--- src/rtl/axi_riscv_aw_w_sync.sv ---
// AW/W ordering stage: no W beat leaves before its AW is accepted downstream; W LAST is regenerated from AW LEN.
// AW path has no added latency; W waits 1 cycle after AW (0 with AXI_RISCV_AW_W_SYNC_FALLTHROUGH_EN); AW stalls when the LEN FIFO is full.
module axi_riscv_aw_w_sync #(
  parameter int unsigned MAX_OUTSTANDING = 4,
  parameter int unsigned CNT_WIDTH       = 8
) (
  input  logic                 clk_i,
  input  logic                 rst_ni,
  input  logic                 slv_aw_valid_i,
  output logic                 slv_aw_ready_o,
  input  logic [CNT_WIDTH-1:0] slv_aw_len_i,
  output logic                 mst_aw_valid_o,
  input  logic                 mst_aw_ready_i,
  input  logic                 slv_w_valid_i,
  output logic                 slv_w_ready_o,
  input  logic                 slv_w_last_i,
  output logic                 mst_w_valid_o,
  input  logic                 mst_w_ready_i,
  output logic                 mst_w_last_o,
  output logic                 busy_o,
  output logic                 err_last_o
);

  localparam int unsigned PTR_W = (MAX_OUTSTANDING > 1) ? $clog2(MAX_OUTSTANDING) : 1;
  localparam int unsigned OCC_W = $clog2(MAX_OUTSTANDING + 1);
  localparam logic [OCC_W-1:0] OCC_MAX  = OCC_W'(MAX_OUTSTANDING);
  localparam logic [PTR_W-1:0] PTR_LAST = PTR_W'(MAX_OUTSTANDING - 1);

  logic [CNT_WIDTH-1:0] len_q [MAX_OUTSTANDING];
  logic [PTR_W-1:0]     rd_ptr;
  logic [PTR_W-1:0]     wr_ptr;
  logic [OCC_W-1:0]     occ;
  logic [CNT_WIDTH-1:0] beat_cnt;
  logic                 err_q;

  logic                 full;
  logic                 empty;
  logic                 aw_hs;
  logic                 w_avail;
  logic [CNT_WIDTH-1:0] head_len;
  logic                 w_hs;
  logic                 pop;
  logic                 do_push;
  logic                 do_pop;

  assign full  = (occ == OCC_MAX);
  assign empty = (occ == '0);

  // rst_ni gating keeps the pass-through AW outputs low while in reset
  assign mst_aw_valid_o = rst_ni & slv_aw_valid_i & ~full;
  assign slv_aw_ready_o = rst_ni & mst_aw_ready_i & ~full;
  assign aw_hs          = mst_aw_valid_o & mst_aw_ready_i;

`ifdef AXI_RISCV_AW_W_SYNC_FALLTHROUGH_EN
  assign w_avail  = ~empty | aw_hs;
  assign head_len = empty ? slv_aw_len_i : len_q[rd_ptr];
`else
  assign w_avail  = ~empty;
  assign head_len = len_q[rd_ptr];
`endif

  assign mst_w_valid_o = slv_w_valid_i & w_avail;
  assign slv_w_ready_o = mst_w_ready_i & w_avail;
  assign mst_w_last_o  = w_avail & (beat_cnt == head_len);
  assign w_hs          = mst_w_valid_o & mst_w_ready_i;
  assign pop           = w_hs & mst_w_last_o;

  // a burst that starts and ends while the FIFO is empty never enters it
  assign do_push = aw_hs & ~(empty & pop);
  assign do_pop  = pop & ~empty;

  assign busy_o     = ~empty;
  assign err_last_o = err_q;

  always_ff @(posedge clk_i or negedge rst_ni) begin
    if (!rst_ni) begin
      rd_ptr   <= '0;
      wr_ptr   <= '0;
      occ      <= '0;
      beat_cnt <= '0;
      err_q    <= 1'b0;
    end else begin
      if (do_push) wr_ptr <= (wr_ptr == PTR_LAST) ? '0 : wr_ptr + 1'b1;
      if (do_pop)  rd_ptr <= (rd_ptr == PTR_LAST) ? '0 : rd_ptr + 1'b1;
      if (do_push && !do_pop)      occ <= occ + 1'b1;
      else if (!do_push && do_pop) occ <= occ - 1'b1;
      if (w_hs) beat_cnt <= mst_w_last_o ? '0 : beat_cnt + 1'b1;
      err_q <= w_hs & (slv_w_last_i != mst_w_last_o);
    end
  end

  always_ff @(posedge clk_i) begin
    if (do_push) len_q[wr_ptr] <= slv_aw_len_i;
  end

endmodule

--- config.mk ---
export PLATFORM = sky130hd
export DESIGN_NAME = axi_riscv_aw_w_sync
export DESIGN_NICKNAME = d
export VERILOG_FILES = /design/src/rtl/axi_riscv_aw_w_sync.sv
export SDC_FILE = /design/constraint.sdc
export NUM_CORES = 1
export LEC_CHECK = 0
export ABC_AREA = 1
export ABC_CLOCK_PERIOD_IN_PS = 3350
export CORE_ASPECT_RATIO = 0.5
export CORE_MARGIN = 3
export CORE_UTILIZATION = 56
export DETAILED_ROUTE_END_ITERATION = 10
export GPL_TIMING_DRIVEN = 0
export PLACE_DENSITY = 0.9
export SLEW_MARGIN = 20
export SYNTH_ARGS = -nofsm -noshare
export SYNTH_HDL_FRONTEND = slang
export SYNTH_SLANG_ARGS = --single-unit
--- constraint.sdc ---
create_clock -name clk_i -period 3.35 [get_ports clk_i]
set_input_delay 0.335 -clock clk_i [delete_from_list [all_inputs] [get_ports clk_i]]
set_output_delay 0.335 -clock clk_i [all_outputs]
set_load 0.01 [all_outputs]
Yosys cells after proc, flatten, opt, wreduce, memory -nomap -nowiden
Memories as Yosys holds them, arrays and structs flattened.
Cells that the tools add are included.
Storage, ports and cells
  memories: 1
  RAM bits: 32
  bits in registers: 16
  output and inout bits: 7
  input port bits: 15
Memories
  len_q: words 4, width 8, read ports 1, clocked after Yosys merged registers in 0, wr ports 1, line 29  | logic [CNT_WIDTH-1:0] len_q [MAX_OUTSTANDING];
Cells by class
  bitwise gates (word level): 17
  add/subtract/negate cells: 5
  equality and inequality tests: 5
  reduce and logical (&&, ||, !) cells: 6
  multiplexer cells: 7
Operator list (count)
  $and A1 B1 Y1: 14
  $add A8 B1 Y8 const B: 1
  $eq A8 B8 Y1: 1
  $mux W8: 1
  $mux W3: 2
  $add A2 B1 Y2 const B: 2
  $eq A2 B2 Y1 const B: 2
  $mux W2: 2
  $add A3 B1 Y3 const B: 1
  $eq A3 B3 Y1 const B: 1
  $logic_not A3 Y1: 1
  $not A1 Y1: 3
  $sub A3 B1 Y3 const B: 1
  $logic_and A1 B1 Y1: 2
  $logic_not A1 Y1: 2
  $mux W1: 2
  $reduce_bool A2 Y1: 1
  $ne A1 B1 Y1: 1

Longest topological paths before layout
  depth after elaboration: 12
  gate-level depth with buffers: 18
  depth with buffers taken out: 16

Least setup slack after synthesis
No wires, ideal clock.
  path kind: register to register
  start point: register rd_ptr[0]
  end point: register occ[1]
  required time: 3.225 ns
  setup time: 0.125 ns
  buffers on the path: 2
  setup slack: 0.846 ns
  arrival time: 2.379 ns
  stages on the path, launching flop included: 17
  path through: dfrtp_1 -> buf_6 -> inv_6 -> buf_12 -> nand2_1 -> nand3_1 -> nand2_1 -> nand2_1 -> nand2_1 -> nor2_1 -> nand3_2 -> nor2_2 -> nand2_2 -> ha_1 -> inv_1 -> fa_1 -> mux2_2
Between the ends
  longest elaborated chain between the ends: 10
  elaborated cells between the ends (all ways): 14
  those cells by class: eq/ne (1); mux (1); bitwise (6); reduce/logical (5); memory (1)
RTL lines
  from (decl): line 30  | logic [PTR_W-1:0] rd_ptr;
  from (signal assigned): line 84  | if (do_pop) rd_ptr <= (rd_ptr == PTR_LAST) ? '0 : rd_ptr + 1'b1;
  $mem_v2 Z4 W8 *
  $eq A8 B8 Y1 *: line 64  | assign mst_w_last_o = w_avail & (beat_cnt == head_len);
  $and A1 B1 Y1 *: line 64
  named net mst_w_last_o: line 19  | output logic mst_w_last_o,
  $and A1 B1 Y1 *: line 66  | assign pop = w_hs & mst_w_last_o;
  $and A1 B1 Y1: line 69  | assign do_push = aw_hs & ~(empty & pop);
  $not A1 Y1: line 69
  $and A1 B1 Y1: line 69
  $logic_not A1 Y1: line 86  | else if (!do_push && do_pop) occ <= occ - 1'b1;
  $logic_and A1 B1 Y1: line 86
  $reduce_bool A2 Y1 (no line)
  to (signal assigned): line 85  | if (do_push && !do_pop) occ <= occ + 1'b1;
  to (signal assigned): line 86
  to (decl): line 32  | logic [OCC_W-1:0] occ;
The timed path passes the listed nets; every way through them passes the cells marked *.
A chain may end at the register's enable or synchronous reset.

Final worst setup path
  start point: register rd_ptr[0]
  end point: output port mst_w_last_o
Between the ends
  longest elaborated chain between the ends: 3
RTL lines (line)
  $mem_v2 Z4 W8
  $eq A8 B8 Y1: 64
  $and A1 B1 Y1: 64
  to (decl): 19
No other way between the ends.

==> results.sh <==
export IMPL_fp_dieH_um=51.6
export IMPL_routed_wl_mm=4.88
export IMPL_num_rows=15
export IMPL_drc=0
export IMPL_irDropWorstVdd_mv=0.398
export IMPL_cts_sinks=48
export IMPL_ant_nets=0
export IMPL_cp_max_fo=10
export IMPL_wl_per_cell_um=15.9
export IMPL_syn_num_nets=249
export IMPL_drtIter0Drc=88
export IMPL_max_cap_violations=0
export IMPL_vias=1652
export IMPL_grt_use_total_pct=21.4
export IMPL_p_int_mw=1.17
export IMPL_ys_ff_latch=48
export IMPL_cts_buffers=5
export IMPL_startpoint_type="flop"
export IMPL_hold_viol_final=0
export IMPL_synthCells=226
export IMPL_switchingPower_mw=0.608
export IMPL_place_area_mm2=0.00260
export IMPL_setup_viol_count_final=0
export IMPL_diodes=0
export IMPL_finalSetupTns_ns=0
export IMPL_power_density_mw_per_mm2=655
export IMPL_finalWorstSetupSlack_ns=0.506
export IMPL_skew_ns=0.00901
export IMPL_grt_first_pass_wirelength_mm=7.90
export IMPL_grt_overflow=0
export IMPL_coreArea_mm2=0.00370
export IMPL_clk_pin_slew_ns=0.10
export IMPL_outcome="completed"
export IMPL_vias_per_cell=5.40
export IMPL_tightest_slew_ns=0.847
export IMPL_synth_avg_cell_area_um2=10.3
export IMPL_cts_tree="yes"
export IMPL_design_area_mm2=0.00272
export IMPL_die_area_mm2=0.00502
export IMPL_p_sw_share_pct=34.1
export IMPL_final_nets=277
export IMPL_io_buffer_count=21
export IMPL_start_util_pct=63.0
export IMPL_preCtsSetupSlack_ns=0.253
export IMPL_num_io_pins=22
export IMPL_worstSkewPairLatency_ns=0.31
export IMPL_cts_root_buf="clkbuf_8"
export IMPL_hpwl_mm=3.33
export IMPL_gp_congestion=0.839
export IMPL_slowest_stage="clkdlybuf4s50_1"
export IMPL_seqPwrFrac_pct=45.0
export IMPL_ys_seq_area_share_pct=58.4
export IMPL_postCtsSetupRepairBufs=0
export IMPL_clock_power_share_pct=24.1
export IMPL_holdBufCountCts=0
export IMPL_htreeDepth=2
export IMPL_drive_above_1_share_pct=12.5
export IMPL_path_common_cell="nand2_1"
export IMPL_cp_slowest_stage_delay_ns=0.57
export IMPL_syn2layout_area_growth_pct=16.7
export IMPL_crit_path_end_kind="output port"
export IMPL_min_period_ns=2.84
export IMPL_yosysUniqueCellTypes=28
export IMPL_slew_headroom_pct=43.4
export IMPL_worstPathCellList="buf_6 > inv_6 > buf_12 > nand2_1 > nand3_1 > nand2_1 > nand2_1 > nand2_1 > nor2_1 > nand3_2 > nor2_2 > clkdlybuf4s50_1"
export IMPL_hold_class="in -> async"
export IMPL_yosys_warnings=0
export IMPL_clk_path_buf_depth=2
export IMPL_dr_pass1_iters=5
export IMPL_drv_slew=0
export IMPL_dieWidth_um=97.2
export IMPL_critPathKind="reg -> out"
export IMPL_rsz0062_at_grt="false"
export IMPL_grt_max_degree=19
export IMPL_max_freq_ghz=0.352
export IMPL_antenna_found_initial=0
export IMPL_power_leakage_nw=1.15
export IMPL_grt_pass1_vias=1663
export IMPL_cp_data_arrival_time_ns=2.51
export IMPL_cts_resized=0
export IMPL_pwr_share_comb_pct=30.9
export IMPL_required_ns=3.01
export IMPL_synth_area_mm2=0.00233
export IMPL_period_share_pct=84.9
-- critical path: cells and delay by family, from the launching register on --
family,cells,cell delay [ns]
buffers and inverters,4,0.95
and+or+nand+nor,8,0.81
DFF,1,0.41
-- sequential cells by signal (all words and copies together) (netlist names) --
register    count
rd_ptr          2
wr_ptr          2
err_last_o      1
len_q          32
beat_cnt        8
occ             3
-- metrics by stage --
step | util (%) | instances | hold slack [ns] | power [mW]
2_1_floorplan | - | 226 | 0.0394 | 1.19
3_3_place_gp | 70.4 | 298 | 0.523 | 1.32
3_5_place_dp | 70.4 | 298 | 0.532 | 1.35
4_1_cts | 73.5 | 306 | 0.524 | 1.78
5_1_grt | 73.5 | 306 | 0.570 | 1.89
6_report | 73.5 | 306 | 0.501 | 1.78
-- Yosys cell counts --
cell	n	area [um2]
nand2_1	63	236
edfxtp_1	32	961
nand3_1	23	115
nor2_1	21	78.8
inv_1	18	67.6
dfrtp_1	16	400
nand2_2	9	56.3
ha_1	7	87.6
nand3_2	5	50.1
o21ai_0	5	25.0
xor2_1	4	35.0
xnor2_1	3	26.3
a21oi_1	2	10.0
and3_1	2	12.5
buf_6	2	22.5
nand3b_1	2	15.0
buf_12	1	20.0
buf_4	1	7.51
fa_1	1	20.0
inv_2	1	3.75
inv_6	1	8.76
mux2_2	1	11.3
nor2_2	1	6.26
nor3_1	1	5.00
nor3_4	1	16.3
nor3b_1	1	7.51
o21bai_1	1	7.51
xor2_2	1	16.3
-- layout make-up --
class / instances / area [um2]
clock buffers: 5 / 68.8
well taps: 51 / 63.8
multi-input cells: 154 / 838
fillers: 255 / 978
plain buffers: 4 / 50.0
inverters: 20 / 80.1
repair buffers: 21 / 210
clock inverters: 3 / 46.3
flip-flops and latches: 48 / 1360
-- placed cells by master (no fill, tap or decap), types with 7 or more instances in the layout --
cell type        Yosys  routed
clkdlybuf4s50_1      0      21
dfrtp_1             16      16
edfxtp_1            32      32
ha_1                 7       7
inv_1               18      18
nand2_1             63      63
nand2_2              9       9
nand3_1             23      23
nor2_1              21      21
-- power groups by stage --
stage / clock network (mW) / registers (mW) / logic [mW]
2_1_floorplan: 0 / 0.795 / 0.399
3_3_place_gp: 0 / 0.805 / 0.515
3_5_place_dp: 0 / 0.812 / 0.542
4_1_cts: 0.430 / 0.801 / 0.552
5_1_grt: 0.456 / 0.812 / 0.619
6_report: 0.429 / 0.802 / 0.550
-- per-layer routing --
layer / share of wire (%) / up-vias / wire [um] / track usage (%)
li1: - / 797 / - / -
met1: 40 / 778 / 1960 / 24.8
met2: 50 / 67 / 2420 / 37.7
met3: 8.7 / 10 / 423 / 5.09
met4: 1.6 / 0 / 79 / 12.6
met5: 0 / - / 0 / 0
-- cell families (layout without fill, tap and decap cells) --
family	after synthesis	count (layout)	synth area share (%)
and+or+nand+nor	129	129	25.7
AOI/OAI and AO/OA	8	8	1.83
buffers and inverters	24	53	5.59
xor gates and xnor gates	8	8	3.33
DFF	48	48	58.4
adders and majority gates	8	8	4.62
muxes	1	1	0.483
-- final timing paths --
path,startpoint,cells after the start,end,slack [ns]
max,rd_ptr[0],12,mst_w_last_o,0.51
min,rst_ni,1,occ[0],0.50
max reg2reg,rd_ptr[0],16,occ[1],0.51
min reg2reg,beat_cnt[0],2,beat_cnt[0],0.55
max in group asynchronous,rst_ni,1,occ[2],2.32
min in group clk_i,beat_cnt[0],2,beat_cnt[0],0.55
No activity file was read; power rests on OpenSTA's default activity.
